==> config.mk <==
export PLATFORM = sky130hd
export DESIGN_NAME = cic_interp_stage
export DESIGN_NICKNAME = d
export VERILOG_FILES = /design/src/rtl/cic_interp_stage.sv
export SDC_FILE = /design/constraint.sdc
export NUM_CORES = 1
export LEC_CHECK = 0
export BUFFER_PORTS_ARGS = -buffer_cell sky130_fd_sc_hd__buf_2
export CAP_MARGIN = 40
export CORE_ASPECT_RATIO = 1.2
export CORE_MARGIN = 3
export CORE_UTILIZATION = 35
export DETAILED_ROUTE_END_ITERATION = 6
export HOLD_SLACK_MARGIN = 0.1
export PLACE_DENSITY = 0.62
export SLEW_MARGIN = 10
export SYNTH_ARGS = -nofsm -noshare
export SYNTH_HDL_FRONTEND = slang
export SYNTH_SLANG_ARGS = --single-unit
==> constraint.sdc <==
create_clock -name sysclk -period 7.6 [get_ports sysclk]
set_input_delay 0.38 -clock sysclk [delete_from_list [all_inputs] [get_ports sysclk]]
set_output_delay 0.38 -clock sysclk [all_outputs]
set_load 0.02 [all_outputs]
==> src/rtl/cic_interp_stage.sv <==
// N-stage CIC interpolator (ratio 2**LOG2R, M = 1) fed by single-cycle sample strobes.
// Define CIC_ROUND_EN for round-half-up with saturation and one extra output register stage.
module cic_interp_stage #(
    parameter int DW      = 16,
    parameter int N       = 3,
    parameter int LOG2R   = 3,
    parameter int OUT_DIV = 4
) (
    input  logic          sysclk,
    input  logic          rst,
    input  logic [DW-1:0] din,
    input  logic          din_valid,
    input  logic          clr_ovr,
    output logic [DW-1:0] dout,
    output logic          dout_valid,
    output logic          busy,
    output logic          overrun
);

    localparam int W     = DW + N * LOG2R;
    localparam int R     = 1 << LOG2R;
    localparam int SH    = (N - 1) * LOG2R;
    localparam int DIV_W = (OUT_DIV > 1) ? $clog2(OUT_DIV) : 1;

    typedef enum logic {IDLE, RUN} state_t;

    state_t             state, state_next;
    logic [W-1:0]       comb_dly   [N];
    logic [W-1:0]       comb_stage [N+1];
    logic [W-1:0]       comb_out;
    logic [W-1:0]       integ      [N];
    logic [W-1:0]       integ_next [N];
    logic [W-1:0]       integ_x;
    logic [DW-1:0]      pend;
    logic               pend_full;
    logic [DW-1:0]      comb_in;
    logic [LOG2R-1:0]   phase;
    logic [DIV_W-1:0]   divider;
    logic               tick, last_tick;
    logic               accept, src_pend, store_pend, drop;

    assign tick      = (state == RUN) && (divider == '0);
    assign last_tick = tick && (phase == LOG2R'(R - 1));
    assign busy      = (state == RUN);

    // NOTE: every output of this block gets a default first so no latch is inferred.
    always_comb begin
        state_next = state;
        accept     = 1'b0;
        src_pend   = 1'b0;
        store_pend = 1'b0;
        drop       = 1'b0;
        case (state)
            IDLE: begin
                if (din_valid) begin
                    accept     = 1'b1;
                    state_next = RUN;
                end
            end
            RUN: begin
                if (last_tick) begin
                    if (pend_full) begin
                        accept   = 1'b1;
                        src_pend = 1'b1;
                        drop     = din_valid;
                    end else if (din_valid) begin
                        accept = 1'b1;
                    end else begin
                        state_next = IDLE;
                    end
                end else if (din_valid) begin
                    if (pend_full) drop = 1'b1;
                    else           store_pend = 1'b1;
                end
            end
            default: state_next = IDLE;
        endcase
    end

    // Comb chain at input rate and integrator chain at output rate, both pure combinational.
    always_comb begin
        comb_in       = src_pend ? pend : din;
        comb_stage[0] = {{(W-DW){comb_in[DW-1]}}, comb_in};
        for (int k = 1; k <= N; k++)
            comb_stage[k] = comb_stage[k-1] - comb_dly[k-1];
        integ_x       = (phase == '0) ? comb_out : '0;
        integ_next[0] = integ[0] + integ_x;
        for (int k = 1; k < N; k++)
            integ_next[k] = integ[k] + integ_next[k-1];
    end

    // NOTE: state uses non-blocking assignments so all registers update from pre-edge values.
    always_ff @(posedge sysclk) begin
        if (rst) begin
            state     <= IDLE;
            comb_out  <= '0;
            pend      <= '0;
            pend_full <= 1'b0;
            phase     <= '0;
            divider   <= '0;
            overrun   <= 1'b0;
            // NOTE: delay lines are a handful of registers, so they are reset like any other state.
            for (int k = 0; k < N; k++) begin
                comb_dly[k] <= '0;
                integ[k]    <= '0;
            end
        end else begin
            state <= state_next;

            if (state == RUN)
                divider <= (divider == DIV_W'(OUT_DIV - 1)) ? '0 : divider + 1'b1;
            else
                divider <= '0;

            if (tick) begin
                for (int k = 0; k < N; k++) integ[k] <= integ_next[k];
                phase <= phase + 1'b1;
            end

            if (accept) begin
                for (int k = 0; k < N; k++) comb_dly[k] <= comb_stage[k];
                comb_out <= comb_stage[N];
                phase    <= '0;
            end

            if (store_pend) begin
                pend      <= din;
                pend_full <= 1'b1;
            end else if (src_pend) begin
                pend_full <= 1'b0;
            end

            if (drop)         overrun <= 1'b1;
            else if (clr_ovr) overrun <= 1'b0;
        end
    end

`ifdef CIC_ROUND_EN
    // Keep the bit just below the output LSB: floor(y/2**SH + 1/2) = floor(y/2**SH) + y[SH-1].
    localparam int K = W - SH;
    logic [K:0] out_hi;
    logic [K:0] rq;
    logic       out_stb;
    logic       sat;

    assign rq  = {out_hi[K], out_hi[K:1]} + (K + 1)'(out_hi[0]);
    assign sat = !rq[K] && (|rq[K-1:DW-1]);

    always_ff @(posedge sysclk) begin
        if (rst) begin
            out_hi     <= '0;
            out_stb    <= 1'b0;
            dout       <= '0;
            dout_valid <= 1'b0;
        end else begin
            out_stb    <= tick;
            if (tick) out_hi <= integ_next[N-1][W-1:SH-1];
            dout_valid <= out_stb;
            if (out_stb) dout <= sat ? {1'b0, {(DW-1){1'b1}}} : rq[DW-1:0];
        end
    end
`else
    always_ff @(posedge sysclk) begin
        if (rst) begin
            dout       <= '0;
            dout_valid <= 1'b0;
        end else begin
            dout_valid <= tick;
            if (tick) dout <= integ_next[N-1][SH +: DW];
        end
    end
`endif

endmodule

==> reports/metrics.cfg, run 1 <==
[power_and_ir_drop]
leakage_nw = 6.24
p_total_w = 0.00573
netSwitchingFraction_pct = 42.7
intPower_w = 0.00328
seqPwrFrac_pct = 24.7
comb_power_share_pct = 59.8
power_density_mw_per_mm2 = 403
ir_worst_vdd_mv = 0.195
clkPwrFrac_pct = 15.5
power_switching_w = 0.00245

[sta]
setup_violations = 0
whs_ns = 0.175
rsz0062_at_grt = no
finalMaxSlewViolations = 0
slew-limit-headroom_pct = 42.4
period_minus_slack_ns = 6.96
fin_tns_setup_ns = 0
fmax_mhz = 144
finalHoldViolations = 0
period_share_pct = 91.5
worst_slew_pin_slew_ns = 0.865
fin_skew_ns = 0.0104

[worst_setup_path]
timing.critical_path.fanout_max = 6
crit_type = reg2reg
crit_family = compound AO/OA/AOI/OAI gates
r2r_slack_ns = 0.64
path_buf_inv = 2
setup.worst_path.end_class = flop
rr_worst_depth = 32
slowest_stage = a2111oi_0
critPathRequiredTime_ns = 7.78
max_stage_delay_ns = 0.49
arrival_ns = 7.14
start_kind = flop
r2r_end = integ[0][71]$_SDFFCE_PN0P_
crit-reg2reg-launch = phase[0]$_SDFFE_PP0P_

[synthesis]
synth_fp_nets = 1510
ys_seq_elements = 189
synth_edf_count = 126
synth_area_mm2 = 0.0129
async_flop_share_pct = 0
synth_cell_types = 72
netlist_instances = 1358
ys.flop_type = edfxtp_1
seq_area_frac_synth_pct = 39.2
synth_warnings = 0
syn_area_per_cell_um2 = 9.48

[cells_and_area]
nets = 1546
num_antenna_cells = 0
drive_gt1_share_pct = 8.53
fill_cells = 3619
syn_to_final_growth_pct = 10.4

[drt]
via_per_inst = 5.08
wl_per_cell_um = 14.3
drt_iter0_markers = 438
ant_nets = 0
drc = 0
vias = 9519
postRouteWirelength_um = 26900
first_pass_iters = 5

[placement]
place_congestion = 0.871
portBuffers = 38
dpl.hpwl_um = 20000

[floorplanning]
ioPinCount = 39
start_util_pct = 35.6
dieHeight_um = 216
fp.dieW_um = 181
fp-row-count = 76
core_area_mm2 = 0.0361
die-area_mm2 = 0.0391

[global_route]
antenna_found_initial = 0
grt_max_degree = 64
grt_pass1_vias = 9327
grt_pass1_wl_um = 45700
grt_util_all_layers_pct = 14.1
overflow = 0

[clock_network]
clkSinkCount = 189
clk_latency_ns = 0.45
path_clk_slew_ns = 0.07
htree_levels = 4
ctsHoldBuffers = 0
cts_buffers = 17
clk_path_buf_depth = 2
cts_root_buf = clkbuf_16
tritoncts = yes
post_cts_buffers = 0

[outcome]
status = completed

[job]
maxCapViolations = 0

[min_path]
hp-start = din[6]
holdPathEnd = pend[6]$_SDFFE_PP0P_
holdPathStages = 3
hp-class = in2reg

[worst max path at each step]
stage / slack (ns) / cells past startpoint / startpoint / endpoint
2_1_floorplan: 0.93 / 28 / busy$_SDFF_PP0_ / comb_out[21]$_SDFFE_PP0P_
3_3_place_gp: 0.84 / 31 / phase[0]$_SDFFE_PP0P_ / comb_out[21]$_SDFFE_PP0P_
3_5_place_dp: 0.59 / 31 / phase[0]$_SDFFE_PP0P_ / comb_out[21]$_SDFFE_PP0P_
4_1_cts: 0.56 / 31 / phase[0]$_SDFFE_PP0P_ / comb_out[21]$_SDFFE_PP0P_
5_1_grt: 0.01 / 33 / phase[1]$_SDFFE_PP0P_ / comb_out[21]$_SDFFE_PP0P_
6_report: 0.64 / 32 / phase[0]$_SDFFE_PP0P_ / integ[0][71]$_SDFFCE_PN0P_
[synthesized netlist by cell type, types with 4 or more instances]
cell type	number	share of area (%)
nand2_1	100	2.9
nand3_1	15	0.58
inv_1	104	3.0
a21oi_1	112	4.4
o21ai_0	59	2.3
o21a_1	19	1.1
nor2b_1	12	0.58
o21ai_1	4	0.16
a211oi_1	17	0.99
o21bai_1	10	0.58
fa_1	6	0.93
clkbuf_1	32	0.93
xor2_1	24	1.6
nor4_1	4	0.19
nor3_1	19	0.74
o31ai_1	5	0.29
xnor2_1	66	4.5
o31a_1	4	0.27
nor2_1	97	2.8
or2_2	7	0.34
nand4_1	5	0.24
o41ai_1	4	0.27
mux2_2	14	1.2
dfxtp_1	63	9.8
a21boi_0	4	0.23
and2_1	112	5.4
a21o_1	63	3.7
ha_1	126	12
mux2i_1	7	0.54
and3_1	14	0.68
nand2b_1	19	0.92
a2111oi_0	5	0.34
or3_1	7	0.34
a211o_1	5	0.34
a31oi_1	11	0.53
edfxtp_1	126	29
[routing by layer]
layer	wire [µm]	vias up	GRT usage [%]
met2	12700	139	23.7
met5	0	-	0
met1	12700	4423	18.1
met3	704	40	2.22
li1	-	4917	-
met4	768	0	5.74
[sequential cells by signal, indices dropped and copies added (netlist names)]
name        count
divider         2
busy            1
overrun         1
comb_dly       60
dout_valid      1
comb_out       22
pend           16
phase           3
integ          66
dout           16
pend_full       1
[metrics by stage]
step | cells | worst slack [ns] | util (%) | area [µm²]
CTS | 1875 | 0.561 | 39.3 | 14200
global route | 1875 | 0.0138 | 39.3 | 14200
detailed placement | 1843 | 0.592 | 37.7 | 13600
finish | 1875 | 0.643 | 39.3 | 14200
global placement | 1842 | 0.839 | 37.7 | 13600
floorplan | 1358 | 0.934 | - | 12900
[placed cells by master, fill, tap and decap left out, types with 4 or more instances in the layout]
| cell | synthesis | final |
|---|---|---|
| a31oi_1 | 11 | 10 |
| edfxtp_1 | 126 | 126 |
| and3_1 | 14 | 14 |
| o21ai_1 | 4 | 5 |
| mux2i_1 | 7 | 7 |
| o31a_1 | 4 | 4 |
| buf_2 | 0 | 38 |
| mux2_2 | 14 | 14 |
| clkbuf_16 | 0 | 18 |
| inv_1 | 104 | 102 |
| or2_2 | 7 | 7 |
| nor3_1 | 19 | 19 |
| a2111oi_0 | 5 | 5 |
| dfxtp_1 | 63 | 63 |
| nand2b_1 | 19 | 19 |
| a21o_1 | 63 | 63 |
| buf_4 | 0 | 12 |
| and2_1 | 112 | 112 |
| ha_1 | 126 | 126 |
| xor2_1 | 24 | 24 |
| or3_1 | 7 | 7 |
| a21oi_1 | 112 | 112 |
| nand3_1 | 15 | 15 |
| o31ai_1 | 5 | 5 |
| o21a_1 | 19 | 19 |
| nor2_1 | 97 | 96 |
| o21bai_1 | 10 | 10 |
| a211o_1 | 5 | 5 |
| o21ai_0 | 59 | 58 |
| nand2_1 | 100 | 100 |
| nor2b_1 | 12 | 12 |
| a21boi_0 | 4 | 4 |
| nand4_1 | 5 | 5 |
| a211oi_1 | 17 | 17 |
| xnor2_1 | 66 | 66 |
| fa_1 | 6 | 6 |
| nor4_1 | 4 | 4 |
[what timing repair did]
action,4_1_cts,5_1_grt
endpoints found under the setup margin,0,2
endpoints found under the hold margin,0,0
gates resized for setup,0,4
[worst reg2reg max path: cells and delay by family, from the launching register on]
family | cells | cell delay (ns)
xor+xnor | 3 | 0.46
compound gates | 14 | 3.38
buf+inv | 2 | 0.16
fa+ha+maj | 5 | 1.35
simple gates | 8 | 1.02
flops | 1 | 0.32
[power groups by stage]
stage / clock network [W] / registers (W) / logic [W]
finish: 0.000888 / 0.00141 / 0.00342
global route: 0.000958 / 0.00143 / 0.00385
CTS: 0.000911 / 0.00142 / 0.00341
detailed placement: 0 / 0.00144 / 0.00338
global placement: 0 / 0.00144 / 0.00332
floorplan: 0 / 0.00144 / 0.00267
[layout make-up]
cell class,count,area (µm²),area share (%)
clock buffer,21,472,3.32
clock inverter,11,104,0.731
inverter,104,390,2.75
multi-input combinational,1032,7330,51.6
sequential,189,5040,35.5
tap,468,586,4.12
timing repair buffer,50,280,1.97
[cell families after synthesis]
family	share of synthesized area [%]
and+or+nand+nor	16.6
buffers and inverters	4.00
DFF	39.2
muxes	1.77
AOI/OAI and AO/OA	18.5
xor gates and xnor gates	6.69
adders and majority gates	13.2
No activity file was read; power rests on OpenSTA's default activity.
==> run 2, diff against run 1 <==
- BUFFER_PORTS_ARGS: -buffer_cell sky130_fd_sc_hd__buf_2 -> unset
- CORE_UTILIZATION: 35 -> 65
- DONT_BUFFER_PORTS: unset -> 1
- PLACE_DENSITY: 0.62 -> 0.93
==> run 2 against run 1 <==
Net effect:
- global-route usage rose by 14 points
- first-iteration DRC count increased by 120%
- hold slack worse by 0.036 ns
- setup slack got worse by 0.42 ns
- via count grew 11%
- routed wire length grew 16%
- critical path depth fell by 1
- sequential share of layout area grew 0.58 points
- total power rose by 2.7%
- largest power group unchanged
==> reports/metrics.cfg, run 2 (synthesis results as in run 1) <==
[outcome]
status = completed

[clock_network]
cts_root_buf = clkbuf_16
htree_levels = 4
cts_buffers = 17
post_cts_buffers = 0
path_clk_slew_ns = 0.08
clk_latency_ns = 0.44
clk_path_buf_depth = 2
tritoncts = yes
clkSinkCount = 189

[cells_and_area]
reg_top3 = integ: 66 flops, comb_dly: 60 flops, comb_out: 22 flops
syn_to_final_growth_pct = 8.64
final_area_mm2 = 0.0140
top_register = integ
drive_gt1_share_pct = 6.06
post-route-util_pct = 73.1
layout_common_cells = ha_1, edfxtp_1, a21oi_1, and2_1, inv_1
num_antenna_cells = 0
largest_register_ffs = 66
nets = 1524

[floorplanning]
ioPinCount = 39
fp-row-count = 55
start_util_pct = 67.3
die-area_mm2 = 0.0215
fp.dieW_um = 134
core_area_mm2 = 0.0191
dieHeight_um = 160

[sta]
worst_slew_pin_slew_ns = 0.909
finalHoldViolations = 0
fin_skew_ns = 0.0148
fmax_mhz = 136
fin_tns_setup_ns = 0
finalMaxSlewViolations = 0
slew-limit-headroom_pct = 39.4
setup_violations = 0
period_share_pct = 97.0
period_minus_slack_ns = 7.37

[placement]
place_congestion = 0.904
dpl.hpwl_um = 19800
portBuffers = 0
place_area_mm2 = 0.0132

[worst_setup_path]
slowest_stage = mux2_2
timing.critical_path.fanout_max = 16
setup.worst_path.end_class = flop
start_kind = flop
max_stage_delay_ns = 0.39
arrival_ns = 7.70
path_buf_inv = 1
crit_path_start = phase[1]$_SDFFE_PP0P_
crit_family = compound AO/OA/AOI/OAI gates
crit_type = reg2reg
crit-reg2reg-launch = phase[1]$_SDFFE_PP0P_
critPathRequiredTime_ns = 7.93
cp_common_cell = o21ai_0

[power_and_ir_drop]
power_density_mw_per_mm2 = 421
ir_worst_vdd_mv = 0.261
p_total_w = 0.00588
leakage_nw = 6.16

[global_route]
antenna_found_initial = 0
grt_pass1_vias = 10509
overflow = 0
grt_pass1_wl_um = 50500
grt_util_all_layers_pct = 28.5
grt_max_degree = 67

[min_path]
hp-class = in2reg
hp-start = din_valid

[drt]
wl_per_cell_um = 19.1
vias = 10529
via_per_inst = 6.42
drc = 0
first_pass_iters = 6
drt_iter0_markers = 965
ant_nets = 0
postRouteWirelength_um = 31300

[job]
maxCapViolations = 0

-- run 2: worst reg2reg max path: cells and delay by family (launching register included) --
| kind | cells | cell delay [ns] |
|---|---|---|
| AND/OR/NAND/NOR | 5 | 0.90 |
| AO/OA/AOI/OAI | 15 | 3.19 |
| multiplexers | 1 | 0.39 |
| flip-flops | 1 | 0.34 |
| buffers and inverters | 1 | 0.26 |
| adder cells (fa/ha/maj) | 5 | 1.45 |
| XOR/XNOR | 4 | 0.73 |
-- run 2: timing repair --
action	in CTS	in global routing
endpoints found under the hold margin	35	0
hold buffers	18	0
setup endpoints to repair	0	7
gates resized for setup	0	5
-- run 2: per-stage QoR --
step                setup WS (ns)  std cells  hold slack (ns)
floorplan                   0.934       1358            0.417
global placement            0.966       1589            0.430
detailed placement          0.623       1591            0.439
CTS                         0.477       1641            0.103
global route              -0.0239       1641            0.127
finish                      0.227       1641            0.139
-- run 2: area by class of cell --
class / count / area (µm²)
Inverter: 104 / 390
Fill cell: 1229 / 5150
Timing Repair Buffer: 28 / 285
Clock inverter: 14 / 140
Tap cell: 256 / 320
Multi-Input combinational cell: 1032 / 7350
Sequential cell: 189 / 5040
Clock buffer: 18 / 450
-- run 2: layer usage --
metal  GRT usage (%)  share of wire [%]  wire, µm  vias up
met3            5.32                7.6      2390      141
li1                -                  -         -     4885
met5               0                  0         0        -
met4            12.5                4.3      1360        0
met1            34.6                 38     12000     4929
met2            49.2                 50     15500      574
-- run 2: path summary, 6_finish.rpt --
kind | endpoint | cells after the start | slack, ns
worst max-delay path | comb_out[21]$_SDFFE_PP0P_ | 31 | 0.23
worst min-delay path | overrun$_SDFFE_PP0P_ | 2 | 0.14
worst max register to register | comb_out[21]$_SDFFE_PP0P_ | 31 | 0.23
worst min register to register | comb_out[14]$_SDFFE_PP0P_ | 2 | 0.46
-- run 2: power breakdown --
part / internal, W / switching (W) / leakage (nW)
logic: 0.00147 / 0.00203 / 3.99
clock network: 0.000459 / 0.000454 / 0.295
registers: 0.00132 / 0.000144 / 1.87
total: 0.00325 / 0.00263 / 6.16
